File: config.mk
export PLATFORM = sky130hd
export DESIGN_NAME = rom_arbiter
export DESIGN_NICKNAME = d
export VERILOG_FILES = /design/src/rtl/rom_arbiter.sv
export SDC_FILE = /design/constraint.sdc
export NUM_CORES = 1
export LEC_CHECK = 0
export BUFFER_PORTS_ARGS = -buffer_cell sky130_fd_sc_hd__buf_2
export CAP_MARGIN = 15
export CORE_ASPECT_RATIO = 0.6
export CORE_MARGIN = 5
export CORE_UTILIZATION = 40
export DETAILED_ROUTE_END_ITERATION = 12
export GPL_TIMING_DRIVEN = 1
export PLACE_DENSITY = 0.76
export SYNTH_ARGS = -nofsm -noshare
export SYNTH_HDL_FRONTEND = slang
export SYNTH_SLANG_ARGS = --single-unit
File: constraint.sdc
create_clock -name clk_i -period 1.9 [get_ports clk_i]
set_clock_uncertainty 0.05 [all_clocks]
set_input_delay 0 -clock clk_i [delete_from_list [all_inputs] [get_ports clk_i]]
set_output_delay 0 -clock clk_i [all_outputs]
set_load 0.005 [all_outputs]
File: src/rtl/rom_arbiter.sv
// rom_arbiter: two-port round-robin arbiter in front of a combinational ROM.
//
// Port 0 is the instruction fetch side and port 1 is the data load side.
// A request sampled in IDLE is granted in the following cycle (gnt pulse,
// ROM address presented from a register). The read data is returned one
// cycle after that (rvalid pulse). This gives one access per two cycles at
// peak. When both ports request together, the port that was not granted
// last wins.
//
// Ports:
//   clk_i, rst_ni              clock, asynchronous active-low reset
//   req0_i, addr0_i            port 0 request level and read address
//   gnt0_o, rvalid0_o          port 0 accept pulse and data-valid pulse
//   rdata0_o                   port 0 read data (held between accesses)
//   req1_i ... rdata1_o        the same signals for port 1
//   rom_addr_o                 registered ROM address
//   rom_data_i                 combinational ROM data for rom_addr_o
//   dbg_state_o                FSM state (0 = IDLE, 1 = READ)
//
// Handshake: reqN_i is a level held high, with addrN_i stable, until gnt0_o
// or gnt1_o pulses for that port. In the cycle after gnt the requester
// either drops reqN_i or presents its next address. Because that cycle is
// always IDLE, a req still high there is a fresh request. rvalidN_o pulses
// exactly one cycle after gntN_o. Request changes during READ are ignored.
module rom_arbiter #(
  parameter int ADDR_WIDTH = 32,
  parameter int DATA_WIDTH = 32
) (
  input  logic                  clk_i,
  input  logic                  rst_ni,
  input  logic                  req0_i,
  input  logic [ADDR_WIDTH-1:0] addr0_i,
  output logic                  gnt0_o,
  output logic                  rvalid0_o,
  output logic [DATA_WIDTH-1:0] rdata0_o,
  input  logic                  req1_i,
  input  logic [ADDR_WIDTH-1:0] addr1_i,
  output logic                  gnt1_o,
  output logic                  rvalid1_o,
  output logic [DATA_WIDTH-1:0] rdata1_o,
  output logic [ADDR_WIDTH-1:0] rom_addr_o,
  input  logic [DATA_WIDTH-1:0] rom_data_i,
  output logic                  dbg_state_o
);

  typedef enum logic {
    IDLE = 1'b0,
    READ = 1'b1
  } state_t;

  state_t                  state_q, state_d;
  logic                    last_q, last_d;
  logic                    owner_q, owner_d;
  logic [ADDR_WIDTH-1:0]   addr_q, addr_d;
  logic                    gnt0_q, gnt0_d;
  logic                    gnt1_q, gnt1_d;
  logic                    rvalid0_q, rvalid0_d;
  logic                    rvalid1_q, rvalid1_d;
  logic [DATA_WIDTH-1:0]   rdata0_q, rdata0_d;
  logic [DATA_WIDTH-1:0]   rdata1_q, rdata1_d;
  logic                    winner;

  always_ff @(posedge clk_i or negedge rst_ni) begin
    if (!rst_ni) begin
      state_q   <= IDLE;
      // last_q starts at 1 so that port 0 wins the first tie.
      last_q    <= 1'b1;
      owner_q   <= 1'b0;
      addr_q    <= '0;
      gnt0_q    <= 1'b0;
      gnt1_q    <= 1'b0;
      rvalid0_q <= 1'b0;
      rvalid1_q <= 1'b0;
      rdata0_q  <= '0;
      rdata1_q  <= '0;
    end else begin
      state_q   <= state_d;
      last_q    <= last_d;
      owner_q   <= owner_d;
      addr_q    <= addr_d;
      gnt0_q    <= gnt0_d;
      gnt1_q    <= gnt1_d;
      rvalid0_q <= rvalid0_d;
      rvalid1_q <= rvalid1_d;
      rdata0_q  <= rdata0_d;
      rdata1_q  <= rdata1_d;
    end
  end

  always_comb begin
    state_d   = state_q;
    last_d    = last_q;
    owner_d   = owner_q;
    addr_d    = addr_q;
    gnt0_d    = 1'b0;
    gnt1_d    = 1'b0;
    rvalid0_d = 1'b0;
    rvalid1_d = 1'b0;
    rdata0_d  = rdata0_q;
    rdata1_d  = rdata1_q;
    winner    = 1'b0;

    case (state_q)
      IDLE: begin
        if (req0_i || req1_i) begin
          // On a tie, the port that did not win last time takes this slot.
          // Otherwise the only requester wins.
          if (req0_i && req1_i) winner = ~last_q;
          else                  winner = req1_i;
          addr_d  = winner ? addr1_i : addr0_i;
          owner_d = winner;
          last_d  = winner;
          gnt0_d  = ~winner;
          gnt1_d  = winner;
          state_d = READ;
        end
      end
      READ: begin
        // rom_addr_o has been stable from addr_q for the whole cycle, so
        // rom_data_i is valid to capture for the owner.
        if (owner_q) begin
          rdata1_d  = rom_data_i;
          rvalid1_d = 1'b1;
        end else begin
          rdata0_d  = rom_data_i;
          rvalid0_d = 1'b1;
        end
        state_d = IDLE;
      end
      default: state_d = IDLE;
    endcase
  end

  assign gnt0_o      = gnt0_q;
  assign gnt1_o      = gnt1_q;
  assign rvalid0_o   = rvalid0_q;
  assign rvalid1_o   = rvalid1_q;
  assign rdata0_o    = rdata0_q;
  assign rdata1_o    = rdata1_q;
  assign rom_addr_o  = addr_q;
  assign dbg_state_o = (state_q == READ);

endmodule

# After elaboration in Yosys (flattened, before gate mapping)
# Cells that the tools add are included.
word_totals:
  input_bits: 100
  mem_bits_rw: 0
  output_inout_bits: 101
  rom_bits: 0
  wordCells: 33
  memories: 0
  latchBits: 0
  ff_bits: 103
classes:
  order_cmp: 0
  n_reduce_logical: 5
  shift: 0
  eq_ne: 0
  n_addsub: 0
  n_div: 0
  bitwise: 4
  mux: 14
  mul: 0
op_table:
  columns: ["cell", "n"]
  rows:
  - ["32-bit 2-to-1 mux", 1]
  - ["1-bit 2-to-1 mux", 12]
  - ["2-bit AND reduction", 3]
  - ["1-bit inverter", 4]
  - ["1-bit one-hot mux with 2 select lines", 1]
  - ["1-bit logical AND", 1]
  - ["1-bit logical OR", 1]

# Depth between registers and ports, before layout
# Gate-level depths: netlist of the first run.
logic_depth:
  word_depth: 7
  depth_mapped: 5
  ltp_nobuf: 4

# Least setup slack after synthesis of the first run
# No wires, ideal clock.
synth_path:
  path_kind: "flip-flop to flip-flop"
  from: "register state_q (netlist: dbg_state_o)"
  to: "register rdata0_q[10] (netlist: rdata0_o[10])"
  path_stages_with_launch: 5
  slack_ps: 527
  arrival_time_ps: 1199
  path_buffers: 2
  cell_sequence: "dfrtp_1 > nor2b_1 > buf_2 > buf_4 > mux2_2"
synth_via:
  elab_chain_cells: 1
synth_lines:
  columns: ["item", "line", "text"]
  rows:
  - ["start, declared", "51", "state_t state_q, state_d;"]
  - ["start signal, assigned", "77", "state_q <= state_d;"]
  - ["2-bit AND reduction (no line)", null, null]
  - ["end signal, assigned", "85", "rdata0_q <= rdata0_d;"]
  - ["end, declared", "59", "logic [DATA_WIDTH-1:0] rdata0_q, rdata0_d;"]
# No other way between the ends.
# A chain may end at the register's enable or synchronous reset.

# Worst setup path after layout of the first run
layout_path:
  from: "register state_q (netlist: dbg_state_o)"
  to: "register addr_q[17] (netlist: rom_addr_o[17])"
layout_via:
  elab_chain_cells: 2
layout_lines:
  columns: ["item", "line", "text"]
  rows:
  - ["1-bit inverter (no line)", null, null]
  - ["2-bit AND reduction (no line)", null, null]
  - ["end signal, assigned", "80", "addr_q <= addr_d;"]
  - ["end, declared", "54", "logic [ADDR_WIDTH-1:0] addr_q, addr_d;"]
# No other way between the ends.

==> impl_metrics.toml, run 1 <==
[outcome]
status = "complete, no violations"

[placement]
routabilityCongestion = 0.788
dp_hpwl_um = 8050
dp.cells = 624
io_buffers = 200
dp_slack_ns = 0.168

[timing]
worst_slack_ns = 0.221
maxSlewHeadroom_pct = 58.8
setup_violations = 0
period_minus_slack_ns = 1.68
fin_tns_setup_ns = 0
rsz0062_at_grt = "false"
hold_violations = 0
tightest_slew_ns = 0.618
drv_slew = 0
finalCritPeriodShare_pct = 88.3
clock.fmax_ghz = 0.596

[yosys]
ys_seq_elements = 103
synthTopCellsByArea = "dfrtp_1, mux2_2, a21oi_1"
synthArstFlopShare_pct = 100
avgSynthCellArea_um2 = 13.5
synth_edf_count = 0
syn-num-nets = 402
ys_warn_count = 0
synth_top_area_cell = "dfrtp_1"
ys_types = 21
yosysSeqAreaShare_pct = 63.2
yosysMostFrequentCell = "dfrtp_1"
syn-cell-area_um2 = 4080
netlist.area_leader.share_pct = 62.6
synth_cells = 302
yosys-top-cells-count = "dfrtp_1, mux2_2, a21oi_1"
ys.flop_type = "dfrtp_1"

[floorplanning]
num_rows = 28
ioPinCount = 201
design.core.area_um2 = 9910
start_util_pct = 41.2
die_w_um = 140
die_height_um = 88.2
die-area_um2 = 12400

[final_layout]
multi_input_area_um2 = 1400
drive_above_1_share_pct = 48.1
regArea_um2 = 2580
fin_cells = 738
num_antenna_cells = 0
synthToLayoutAreaGrowth_pct = 60.0
nFillCells = 715
nets = 698

[critical_path]
criticalPathCategory = "reg -> reg"
path_cells = "o21bai_4, inv_1, nor2_1, a21oi_1"
required_ns = 2.10
worstSetupStartpointType = "flop"
cpPeakStageDelay_ns = 0.50
cp-end-kind = "flop"
critPathMaxFanout = 20
r2r-start = "dbg_state_o$_DFF_PN0_"
r2r_cells = 4
cp_slowest_cell = "inv_1"
r2r-end = "rom_addr_o[17]$_DFFE_PN0P_"
arrival_ns = 1.88
reg2reg_slack_ns = 0.22

[global_routing]
grtUsageTotal_pct = 21.1
antenna_found_initial = 1
gr-total-overflow = 0
grt_pass1_vias = 4111
grt_max_degree = 48
grt_pass1_wl_um = 20500

[power]
leakage_nw = 3.19
powerDensity_nw_per_um2 = 1140
irDropWorstVdd_v = 0.000602

[clock_tree]
cts_root_buf = "clkbuf_16"
clk_path_buf_depth = 2
clk_pin_slew_ns = 0.07
post_cts_buffers = 0
cts_buffers = 9
cts.sinks = 103
insertion_delay_ns = 0.33
htree_levels = 3
cts_tree = "yes"

[route]
drt-total-wl_um = 12800
wl_per_cell_um = 17.4
drt-initial-drc-count = 152
viasPerCell = 5.01
first_pass_iters = 7
drc = 0
antenna_left = 0
num_vias = 3701

[hold_path]
hold_path.class = "in -> async"

[flow_run]
max_cap_viol_count = 0
[layer usage]
metal,GRT usage [%],up-vias,wire length [um]
li1,-,1658,-
met1,23.8,1735,4710
met2,35.0,259,6050
met3,8.91,49,1550
met4,10.8,0,510
met5,0,-,0
[per-stage QoR]
step / area, um^2 / utilization [%] / total power, mW / hold WS, ns
3_3_place_gp: 5240 / 52.9 / 5.38 / -0.157
6_report: 6530 / 65.8 / 7.47 / 0.0424
3_5_place_dp: 5240 / 52.9 / 5.50 / -0.159
4_1_cts: 6520 / 65.8 / 7.51 / 0.0288
2_1_floorplan: 4080 / - / 4.31 / -0.346
5_1_grt: 6530 / 65.8 / 7.93 / 0.0419
[layout by cell type (no fill, tap or decap), types with 2 or more instances in the layout]
cell type      count
buf_2            199
clkinv_4           2
mux2_1             2
buf_12             4
a21oi_1           39
a221o_1           13
nor2_1            20
nor2b_2            2
inv_6              2
a21boi_4           2
buf_4              2
nand2_1           20
and3_1            13
inv_1              2
clkbuf_1           2
dlygate4sd3_1     98
mux2_2            62
dfrtp_1          102
clkbuf_16          9
[layout make-up]
class,count,area share (%)
Tap cell,135,2.59
Multi-Input combinational cell,179,21.5
Clock buffer,11,3.57
Sequential cell,103,39.5
Timing Repair Buffer,303,31.7
Inverter,2,0.115
Clock inverter,5,0.997
[worst max-delay path: cells and delay by family, from the launching register on]
kind                   cells  cell delay (ns)
AO/OA/AOI/OAI              2             0.47
AND/OR/NAND/NOR            1             0.13
flip-flops                 1             0.44
buffers and inverters      1             0.50
[worst max-delay path by stage]
stage / startpoint / cells past startpoint / endpoint / slack [ns]
final: dbg_state_o$_DFF_PN0_ / 4 / rom_addr_o[17]$_DFFE_PN0P_ / 0.22
after global placement: dbg_state_o$_DFF_PN0_ / 4 / rom_addr_o[29]$_DFFE_PN0P_ / 0.31
after global routing: dbg_state_o$_DFF_PN0_ / 4 / rom_addr_o[17]$_DFFE_PN0P_ / 0.10
after CTS: req0_i / 6 / rom_addr_o[14]$_DFFE_PN0P_ / 0.04
after detailed placement: dbg_state_o$_DFF_PN0_ / 4 / rom_addr_o[14]$_DFFE_PN0P_ / 0.17
after floorplan: dbg_state_o$_DFF_PN0_ / 4 / rdata0_o[10]$_DFFE_PN0P_ / 0.53
[sequential cells by signal, indices dropped and copies added, names as in the netlist]
register,count
rdata0_o,32
dbg_state_o,1
gnt1_o,1
rvalid0_o,1
rdata1_o,32
last_q,1
rvalid1_o,1
owner_q,1
rom_addr_o,32
gnt0_o,1
[where the power goes]
group	leakage [nW]	total [mW]	internal, mW	switching (mW)
sequential	1.21	3.34	2.93	0.415
combinational	1.84	2.29	1.32	0.975
clock	0.145	1.83	1.04	0.796
[logic make-up (layout without fill, tap and decap cells)]
logic type	after synthesis	count (layout)	synth area share, %
flops	103	103	63.2
compound gates	57	57	9.60
mux	64	64	17.7
buf+inv	20	321	2.79
simple gates	58	58	6.75
[repair_timing]
action	in CTS	in global routing
resized for setup	0	1
hold buffers	98	0
hold endpoints to repair	199	0
setup endpoints to repair	0	19
Power figures use the tool's default switching activity.
==> run 2: changes to the inputs <==
--- a/config.mk
+++ b/config.mk
@@ -12,7 +12,7 @@
 export CORE_UTILIZATION = 40
 export DETAILED_ROUTE_END_ITERATION = 12
 export GPL_TIMING_DRIVEN = 1
-export PLACE_DENSITY = 0.76
+export PLACE_DENSITY = 0.79
 export SYNTH_ARGS = -nofsm -noshare
 export SYNTH_HDL_FRONTEND = slang
 export SYNTH_SLANG_ARGS = --single-unit
==> run 2 against run 1 <==
  * Wire length shrank 2.9%
  * Flip-flop and latch count did not move
  * Sequential power about the same
  * Global-route usage shrank 0.69 points
  * Setup slack better by 0.12 ns
  * Worst hold slack better by 0.024 ns
  * Total power increased by 1.4%
==> impl_metrics.toml, run 2 (same netlist as run 1, synthesis figures left out) <==
[timing]
period_minus_slack_ns = 1.56
fin_tns_setup_ns = 0
clock.fmax_ghz = 0.643
drv_slew = 0
finalCritPeriodShare_pct = 81.9
holdWs_ns = 0.0664
rsz0062_at_grt = "false"
tightest_slew_ns = 0.626
setup_violations = 0
maxSlewHeadroom_pct = 58.2
hold_violations = 0

[route]
drc = 0
antenna_left = 0
drt-total-wl_um = 12500
first_pass_iters = 4
drt-initial-drc-count = 149
num_vias = 3628
wl_per_cell_um = 16.9
viasPerCell = 4.92

[global_routing]
grt_max_degree = 104
grt_pass1_vias = 3928
grtUsageTotal_pct = 20.4
antenna_found_initial = 0
grt_pass1_wl_um = 20000
gr-total-overflow = 0

[floorplanning]
die-area_um2 = 12400
die_w_um = 140
num_rows = 28
start_util_pct = 41.2
design.core.area_um2 = 9910
die_height_um = 88.2
ioPinCount = 201

[power]
powerDensity_nw_per_um2 = 1160
clock_power_share_pct = 25.8
seqPwrFrac_pct = 44.2
p_sw_share_pct = 28.3
power_frac_comb_pct = 30.0
internal_power_mw = 5.43
leakage_nw = 3.19
irDropWorstVdd_v = 0.000587
net-switching-power_mw = 2.15

[final_layout]
nets = 698
final_cell_mix = "buf_2, dfrtp_1, dlygate4sd3_1"
drive_above_1_share_pct = 48.3
layout_commonest_cell = "buf_2"
synthToLayoutAreaGrowth_pct = 60.0
num_antenna_cells = 0
nFillCells = 703
final_util_pct = 65.9

[clock_tree]
cts_root_buf = "clkbuf_16"
htree_levels = 3
cts_tree = "yes"
clk_path_buf_depth = 2
insertion_delay_ns = 0.33
cts.sinks = 103
cts_hold_buffers = 98
clk_pin_slew_ns = 0.07
post_cts_buffers = 0
cts_resized = 0
cts_buffers = 9

[critical_path]
criticalPathCategory = "reg -> reg"
arrival_ns = 1.76
required_ns = 2.11
critPathMaxFanout = 20
worstSetupStartpointType = "flop"
cp-end-kind = "flop"
reg2reg_slack_ns = 0.34

[placement]
routabilityCongestion = 0.789
io_buffers = 200
dp_hpwl_um = 7860

[outcome]
status = "complete, no violations"

[flow_run]
max_cap_viol_count = 0

[hold_path]
hold_path.class = "in -> reg"
==> run 2: power by group through the flow <==
stage               Combinational (mW)  Clock [mW]  Sequential, mW
floorplan                        0.926           0            3.39
global placement                  2.06           0            3.31
detailed placement                2.12           0            3.36
CTS                               2.27        2.02            3.33
global route                      2.49        2.10            3.43
finish                            2.27        1.96            3.35
==> run 2: layer usage <==
layer  part of all wire, %  GRT usage, %  routed length, um  vias to the layer above
met5                     0             0                  0                        -
met4                   2.0          5.98                250                        0
met3                    10          7.29               1250                       24
met2                    49          34.5               6100                      195
met1                    39          25.1               4850                     1752
li1                      -             -                  -                     1657
==> run 2: critical path: stages, from the launching register on <==
cell      delay, ns
dfrtp_1        0.45
o21bai_2       0.24
inv_1          0.48
nor2_1         0.12
a21oi_1        0.15
==> run 2: area by class of cell <==
class / instances / area, um^2 / area share [%]
clock inverter: 5 / 81.3 / 1.25
tap: 135 / 169 / 2.59
timing repair buffer: 303 / 2060 / 31.5
sequential: 103 / 2580 / 39.5
inverter: 2 / 7.51 / 0.115
clock buffer: 10 / 239 / 3.66
multi-input combinational: 179 / 1400 / 21.4
==> run 2: path summary, 6_finish.rpt <==
| kind | endpoint | startpoint | depth (start not counted) |
|---|---|---|---|
| setup / recovery | rom_addr_o[29]$_DFFE_PN0P_ | dbg_state_o$_DFF_PN0_ | 4 |
| setup reg to reg | rom_addr_o[29]$_DFFE_PN0P_ | dbg_state_o$_DFF_PN0_ | 4 |
| min in group asynchronous | rom_addr_o[13]$_DFFE_PN0P_ | rst_ni | 3 |
| hold / removal | last_q$_DFFE_PN1P_ | req1_i | 4 |
| max in group asynchronous | rom_addr_o[2]$_DFFE_PN0P_ | rst_ni | 3 |
| hold reg to reg | rdata0_o[25]$_DFFE_PN0P_ | rdata0_o[25]$_DFFE_PN0P_ | 1 |
==> run 2: through the flow <==
step / std cells / setup slack, ns / area, um^2 / power [mW]
floorplan: 302 / 0.527 / 4080 / 4.31
global placement: 624 / 0.488 / 5230 / 5.36
detailed placement: 624 / 0.374 / 5230 / 5.48
CTS: 737 / 0.368 / 6530 / 7.62
global route: 737 / 0.211 / 6530 / 8.02
finish: 737 / 0.344 / 6530 / 7.57
